File: src/rtl/as_pack.sv
// as_pack: shared register-file widths, types and constants for the decode/writeback stage
package as_pack;
  localparam int reg_width = 32;
  localparam int nr_regs = 32;
  localparam int rwaddr_width = 5;
  typedef logic [rwaddr_width-1:0] rf_addr_t;
  typedef logic [reg_width-1:0] rf_data_t;
  localparam rf_addr_t RF_ZERO_ADDR = '0;
endpackage

File: src/rtl/as_rf_scoreboard.sv
// as_rf_scoreboard: per-register busy bits with issue/clear/flush and per-read-port lookup
// AS_RF_BYPASS_EN: a same-cycle clearing write also drops rbusy_o for the matching read port
module as_rf_scoreboard #(
  parameter int NR_RD = 2,
  parameter int NR_WR = 1,
  parameter int NREG = 32,
  parameter int AW = 5
) (
  input  logic                      clk_i,
  input  logic                      rst_i,
  input  logic [NR_RD-1:0][AW-1:0]  raddr_i,
  input  logic [NR_WR-1:0]          we_i,
  input  logic [NR_WR-1:0][AW-1:0]  waddr_i,
  input  logic [NR_WR-1:0]          wclr_i,
  input  logic                      iss_i,
  input  logic [AW-1:0]             iss_addr_i,
  input  logic                      flush_i,
  output logic [NR_RD-1:0]          rbusy_o,
  output logic [NREG-1:0]           busy_o
);
  logic [NREG-1:0] busy_q, busy_d;
  // Set after clears so a newly issued producer wins; flush overrides everything.
  always_comb begin
    busy_d = busy_q;
    for (int k = 0; k < NR_WR; k++)
      if (we_i[k] && wclr_i[k]) busy_d[waddr_i[k]] = 1'b0;
    if (iss_i) busy_d[iss_addr_i] = 1'b1;
    busy_d[0] = 1'b0;
    if (flush_i) busy_d = '0;
  end
  always_ff @(posedge clk_i or posedge rst_i)
    if (rst_i) busy_q <= '0;
    else busy_q <= busy_d;
  assign busy_o = busy_q;
  always_comb begin
    for (int j = 0; j < NR_RD; j++) begin
      rbusy_o[j] = busy_q[raddr_i[j]];
`ifdef AS_RF_BYPASS_EN
      for (int k = 0; k < NR_WR; k++)
        if (we_i[k] && wclr_i[k] && waddr_i[k] == raddr_i[j] && !(iss_i && iss_addr_i == raddr_i[j]))
          rbusy_o[j] = 1'b0;
`endif
    end
  end
endmodule

File: src/rtl/as_regfile_mp.sv
// as_regfile_mp: multi-port integer register file with busy scoreboard and sticky write-conflict flag
// AS_RF_BYPASS_EN: forwards same-cycle write data to matching read ports
module as_regfile_mp
  import as_pack::*;
#(
  parameter int NR_RD = 2,
  parameter int NR_WR = 1,
  parameter int DW = reg_width,
  parameter int NREG = nr_regs,
  parameter int AW = rwaddr_width
) (
  input  logic                      clk_i,
  input  logic                      rst_i,
  input  logic [NR_RD-1:0][AW-1:0]  raddr_i,
  output logic [NR_RD-1:0][DW-1:0]  rdata_o,
  output logic [NR_RD-1:0]          rbusy_o,
  input  logic [NR_WR-1:0]          we_i,
  input  logic [NR_WR-1:0][AW-1:0]  waddr_i,
  input  logic [NR_WR-1:0][DW-1:0]  wdata_i,
  input  logic [NR_WR-1:0]          wclr_i,
  input  logic                      iss_i,
  input  logic [AW-1:0]             iss_addr_i,
  input  logic                      flush_i,
  output logic [NREG-1:0]           busy_o,
  output logic                      werr_o
);
  localparam logic [AW-1:0] ZERO = AW'(RF_ZERO_ADDR);
  if (AW != $clog2(NREG)) $error("AW must equal log2(NREG)");
  if (NR_RD < 1 || NR_RD > 4) $error("NR_RD must be 1..4");
  if (NR_WR < 1 || NR_WR > 2) $error("NR_WR must be 1..2");
  logic [NREG-1:0][DW-1:0] mem_q;
  logic werr_q, coll;
  always_comb begin
    coll = 1'b0;
    for (int i = 0; i < NR_WR; i++)
      for (int j = i + 1; j < NR_WR; j++)
        coll = coll | (we_i[i] && we_i[j] && waddr_i[i] == waddr_i[j] && waddr_i[i] != ZERO);
  end
  // Later ports are assigned last, so the highest index wins a collision.
  always_ff @(posedge clk_i or posedge rst_i)
    if (rst_i) begin
      mem_q <= '0;
      werr_q <= 1'b0;
    end else begin
      werr_q <= werr_q | coll;
      for (int k = 0; k < NR_WR; k++)
        if (we_i[k] && waddr_i[k] != ZERO) mem_q[waddr_i[k]] <= wdata_i[k];
    end
  assign werr_o = werr_q;
  always_comb begin
    for (int j = 0; j < NR_RD; j++) begin
      rdata_o[j] = raddr_i[j] == ZERO ? '0 : mem_q[raddr_i[j]];
`ifdef AS_RF_BYPASS_EN
      for (int k = 0; k < NR_WR; k++)
        if (we_i[k] && waddr_i[k] != ZERO && waddr_i[k] == raddr_i[j]) rdata_o[j] = wdata_i[k];
`endif
    end
  end
  as_rf_scoreboard #(.NR_RD(NR_RD), .NR_WR(NR_WR), .NREG(NREG), .AW(AW)) u_sb (
    .clk_i(clk_i),
    .rst_i(rst_i),
    .raddr_i(raddr_i),
    .we_i(we_i),
    .waddr_i(waddr_i),
    .wclr_i(wclr_i),
    .iss_i(iss_i),
    .iss_addr_i(iss_addr_i),
    .flush_i(flush_i),
    .rbusy_o(rbusy_o),
    .busy_o(busy_o)
  );
endmodule

File: config.mk
export PLATFORM = sky130hd
export DESIGN_NAME = as_regfile_mp
export DESIGN_NICKNAME = d
export VERILOG_FILES = /design/src/rtl/as_pack.sv /design/src/rtl/as_rf_scoreboard.sv /design/src/rtl/as_regfile_mp.sv
export SDC_FILE = /design/constraint.sdc
export NUM_CORES = 2
export LEC_CHECK = 0
export ABC_CLOCK_PERIOD_IN_PS = 71100
export BUFFER_PORTS_ARGS = -buffer_cell sky130_fd_sc_hd__clkbuf_2
export CORE_MARGIN = 2
export CORE_UTILIZATION = 54
export CTS_CLUSTER_DIAMETER = 100
export DETAILED_ROUTE_END_ITERATION = 6
export HOLD_SLACK_MARGIN = 0.12
export PLACE_DENSITY = 0.79
export RECOVER_POWER = 100
export SYNTH_ARGS = -nofsm -noshare
export SYNTH_HDL_FRONTEND = slang
export SYNTH_SLANG_ARGS = --single-unit
File: constraint.sdc
create_clock -name clk_i -period 71.1 [get_ports clk_i]
set_clock_uncertainty 0.2 [all_clocks]
set_input_delay 7.11 -clock clk_i [delete_from_list [all_inputs] [get_ports clk_i]]
set_output_delay 7.11 -clock clk_i [all_outputs]
set_load 0.01 [all_outputs]
==> impl_results.md <==
- Core box area: around 100000 sq um
- Hold Violations, Final: 0
- Crit path kind: input pin to output pin
- Post-synthesis sequential area ratio: 46.95%
- Slowest stage delay, CP: 3.02 ns
- Initial antenna violation count: 13
- Main synth FF type: dfrtp_1
- Crit path time final: approximately 25 ns
- Hold Crit Class: flip-flop to flip-flop
- CP dominant cell by count: clkbuf_1
- CTS sink cnt: 1055
- Yosys warnings: 0
- Status: complete, but fails checks
- Top cells by area, synth: dfrtp_1 47%, mux2_2 20%, mux4_2 19%
- Port Buffers: approximately 150
- Most common cell after layout, fill and taps aside: dfrtp_1
- Die X: roughly 330 microns
- Initial Util: 54.41%
- WL final: 170.3 mm
- Hold Slack: approximately 0.19 ns
- Boundary pin count: between 150 and 200
- Seq. cell area: roughly 26000 sq um
- Multi-input logic area: approximately 28000 sq um
- Post-synthesis cell count: 3774
- Fraction of registers with async set or reset after synthesis: 100.0%
- CP delay by family, top: buffers and inverters
- Total global-route track usage: 32.21%
- Min-Delay Endpoint: mem_q[20]$_DFFE_PP0P_
- Largest net degree at the start of global routing: 126
- Worst-path fanout max: 56
- DRC: 0
- Peak Freq: 0.04027 GHz
- H-tree depth: 3
- Tcrit/Tclk final: 34.93%
- Sequential power share: 45.4%
- Global-route wire length before repair: 256.0 mm
- Critical path required time: around 64 ns
- Vias in the first global route: about 38k
- Dpl hpwl: 94.24 mm
- DR vias: 36.80k
- Row cnt: 118
- Die ar.: approximately 110000 sq um
- PwrDens: 28.65 nW/um^2
- Clock Tree Buf Depth: 3
- Mean Syn Cell Area: between 10 and 15 sq um
- DR iter-0 viols: ~3.7k
- Number of synthesized flops with an enable pin: 0
- Max VDD drop: 0.02006 mV
- TritonCTS clock tree: done
- Setup bufs post-CTS: 0
- Post-synth top area cell: dfrtp_1
- Most frequent cells in the layout: 1055 x dfrtp_1, 995 x mux2_2, 466 x mux4_2
- Final Setup Violations: 0
- Net Sw Frac: 26.72%
- Total CTS buffers: 109
- Syn Std Cell Area: 56230 sq um
- CTS resizes: 0
- Post-synth top area share: 46.95%
- Net switching power: 0.0004675 W
- R2r setup slk: 70.05 ns
- CP startpoint kind: input pin
- Hold path depth: 0
- Cell internal pwr: 0.001282 W
- TritonRoute pass-1 iters: 5
- Final instance area: between 60000 and 70000 sq um
- Logic gate share of total power: a little under a fifth
- Reg-to-reg critical path startpoint: mem_q[600]$_DFFE_PP0P_
- Clock Power Share: 35.4%
- Die H: 326.7 microns
- CP bufs+invs: 4
- Clock-pin transition on the worst setup and hold timing paths: around 0.060 ns
- Slew headroom: -251.5%
- Netlist cell types: between 40 and 50
- Synth Register Bits: ~1.1k
- FF-to-FF End: mem_q[600]$_DFFE_PP0P_
- # Max-Cap Violations: 63
- Slowest cell on crit path: clkbuf_1
- Fillers: 7902
- GP Congestion: 0.8206
- Vias per cell: 7.124
- Drt wl/cell: roughly 33 microns
- Static leakage: 26.17 nW
- R2R depth: 1
- Final Slew Violations: 2455
- Placed cell area: 57700 sq um
- Cts hold-fix bufs: 0
- Failing checks: max-capacitance violations, max-slew violations
- # nets final: 3744
- WP data arrival: 17.52 ns
- RSZ-0062 raised after global routing: no
- Slew @ Worst Pin: between 5 and 6 ns
- Setup TNS: 0 ns
- Critical Path Sink Type: output pin
- Fraction of layout cells with a size suffix above 1: 46.94%
- Beginning of the worst hold path: mem_q[20]$_DFFE_PP0P_
- Area Growth Syn to Fin: 8.649%
- Total gr overflow: 0
- Root buffer cell: clkbuf_16
- Critical path, cell by cell: clkbuf_1 > clkbuf_1 > clkbuf_1 > mux4_2 > mux2i_1 > a221o_1 > a31oi_1 > clkbuf_1
- Antenna viol nets, final: 0
- Worst-Skew Late Latency: 0.70 ns
==> power by group through the flow <==
stage | Clock, W | Combinational [W] | Sequential, W
final | 0.000620 | 0.000336 | 0.000795
after global routing | 0.000649 | 0.000357 | 0.000808
after CTS | 0.000624 | 0.000337 | 0.000792
after detailed placement | 0 | 0.000335 | 0.000802
after global placement | 0 | 0.000325 | 0.000794
after floorplan | 0 | 0.000271 | 0.000774
==> worst max-delay path by stage <==
stage                    start                   end  slack (ns)  cells past startpoint
floorplan                rst_i  mem_q[0]$_DFFE_PP0P_       34.09                      1
global placement    raddr_i[0]            rdata_o[3]       52.31                      9
detailed placement  raddr_i[0]            rdata_o[3]       52.29                      9
CTS                 raddr_i[0]            rdata_o[3]       52.28                      9
global route        raddr_i[2]           rdata_o[14]       46.29                      8
finish              raddr_i[2]           rdata_o[14]       46.27                      8
==> layout make-up <==
class | count | area share (%)
Timing Repair Buffer | 238 | 1.872
Clock inverter | 35 | 0.8888
Antenna cell | 11 | 0.04506
Clock buffer | 165 | 5.491
Inverter | 6 | 0.04506
Sequential cell | 1055 | 43.21
Tap cell | 1380 | 2.826
Multi-Input combinational cell | 2276 | 45.62
==> sequential cells by signal, indices dropped and copies added (netlist names) <==
signal and flops:
u_sb.busy_o 31, mem_q 1024
==> metrics by stage <==
| stage | setup slack, ns | power, W | util, % | std cells |
|---|---|---|---|---|
| 6_report | 46.27 | 0.001750 | 59.11 | 5166 |
| 5_1_grt | 46.29 | 0.001815 | 59.11 | 5165 |
| 4_1_cts | 52.28 | 0.001753 | 59.61 | 5155 |
| 3_5_place_dp | 52.29 | 0.001137 | 55.83 | 4955 |
| 3_3_place_gp | 52.31 | 0.001119 | 55.83 | 4955 |
| 2_1_floorplan | 34.09 | 0.001046 | - | 3775 |
==> cell families (layout without fill, tap and decap cells) <==
family,Yosys count,count (layout),synth area share (%)
AOI/OAI and AO/OA,396,396,4.955
buffers and inverters,444,444,3.509
DFF,1055,1055,46.95
muxes,1686,1686,42.87
other,1,13,0.006669
and+or+nand+nor,192,192,1.713
==> per-layer routing <==
layer	GRT usage [%]	wire length (microns)	share of wire, %
met1	43.02	64820	38
met2	49.18	78680	46
met3	8.186	17350	10
met4	16.53	9411	5.5
met5	0	27	0.016
==> synth_stat cells, types with 30 or more instances <==
cell         n
o21ai_0    108
a21oi_1     31
a211oi_1    32
nor2b_1     37
buf_1       35
mux2_2     996
clkbuf_1   223
mux2_4      30
a311oi_1    32
a221o_1     32
mux2i_1    194
a22oi_1     64
a221oi_1    44
buf_2      158
dfrtp_1   1055
mux4_2     466
nand2_1     90
a31oi_1     32
Power figures use the tool's default switching activity.
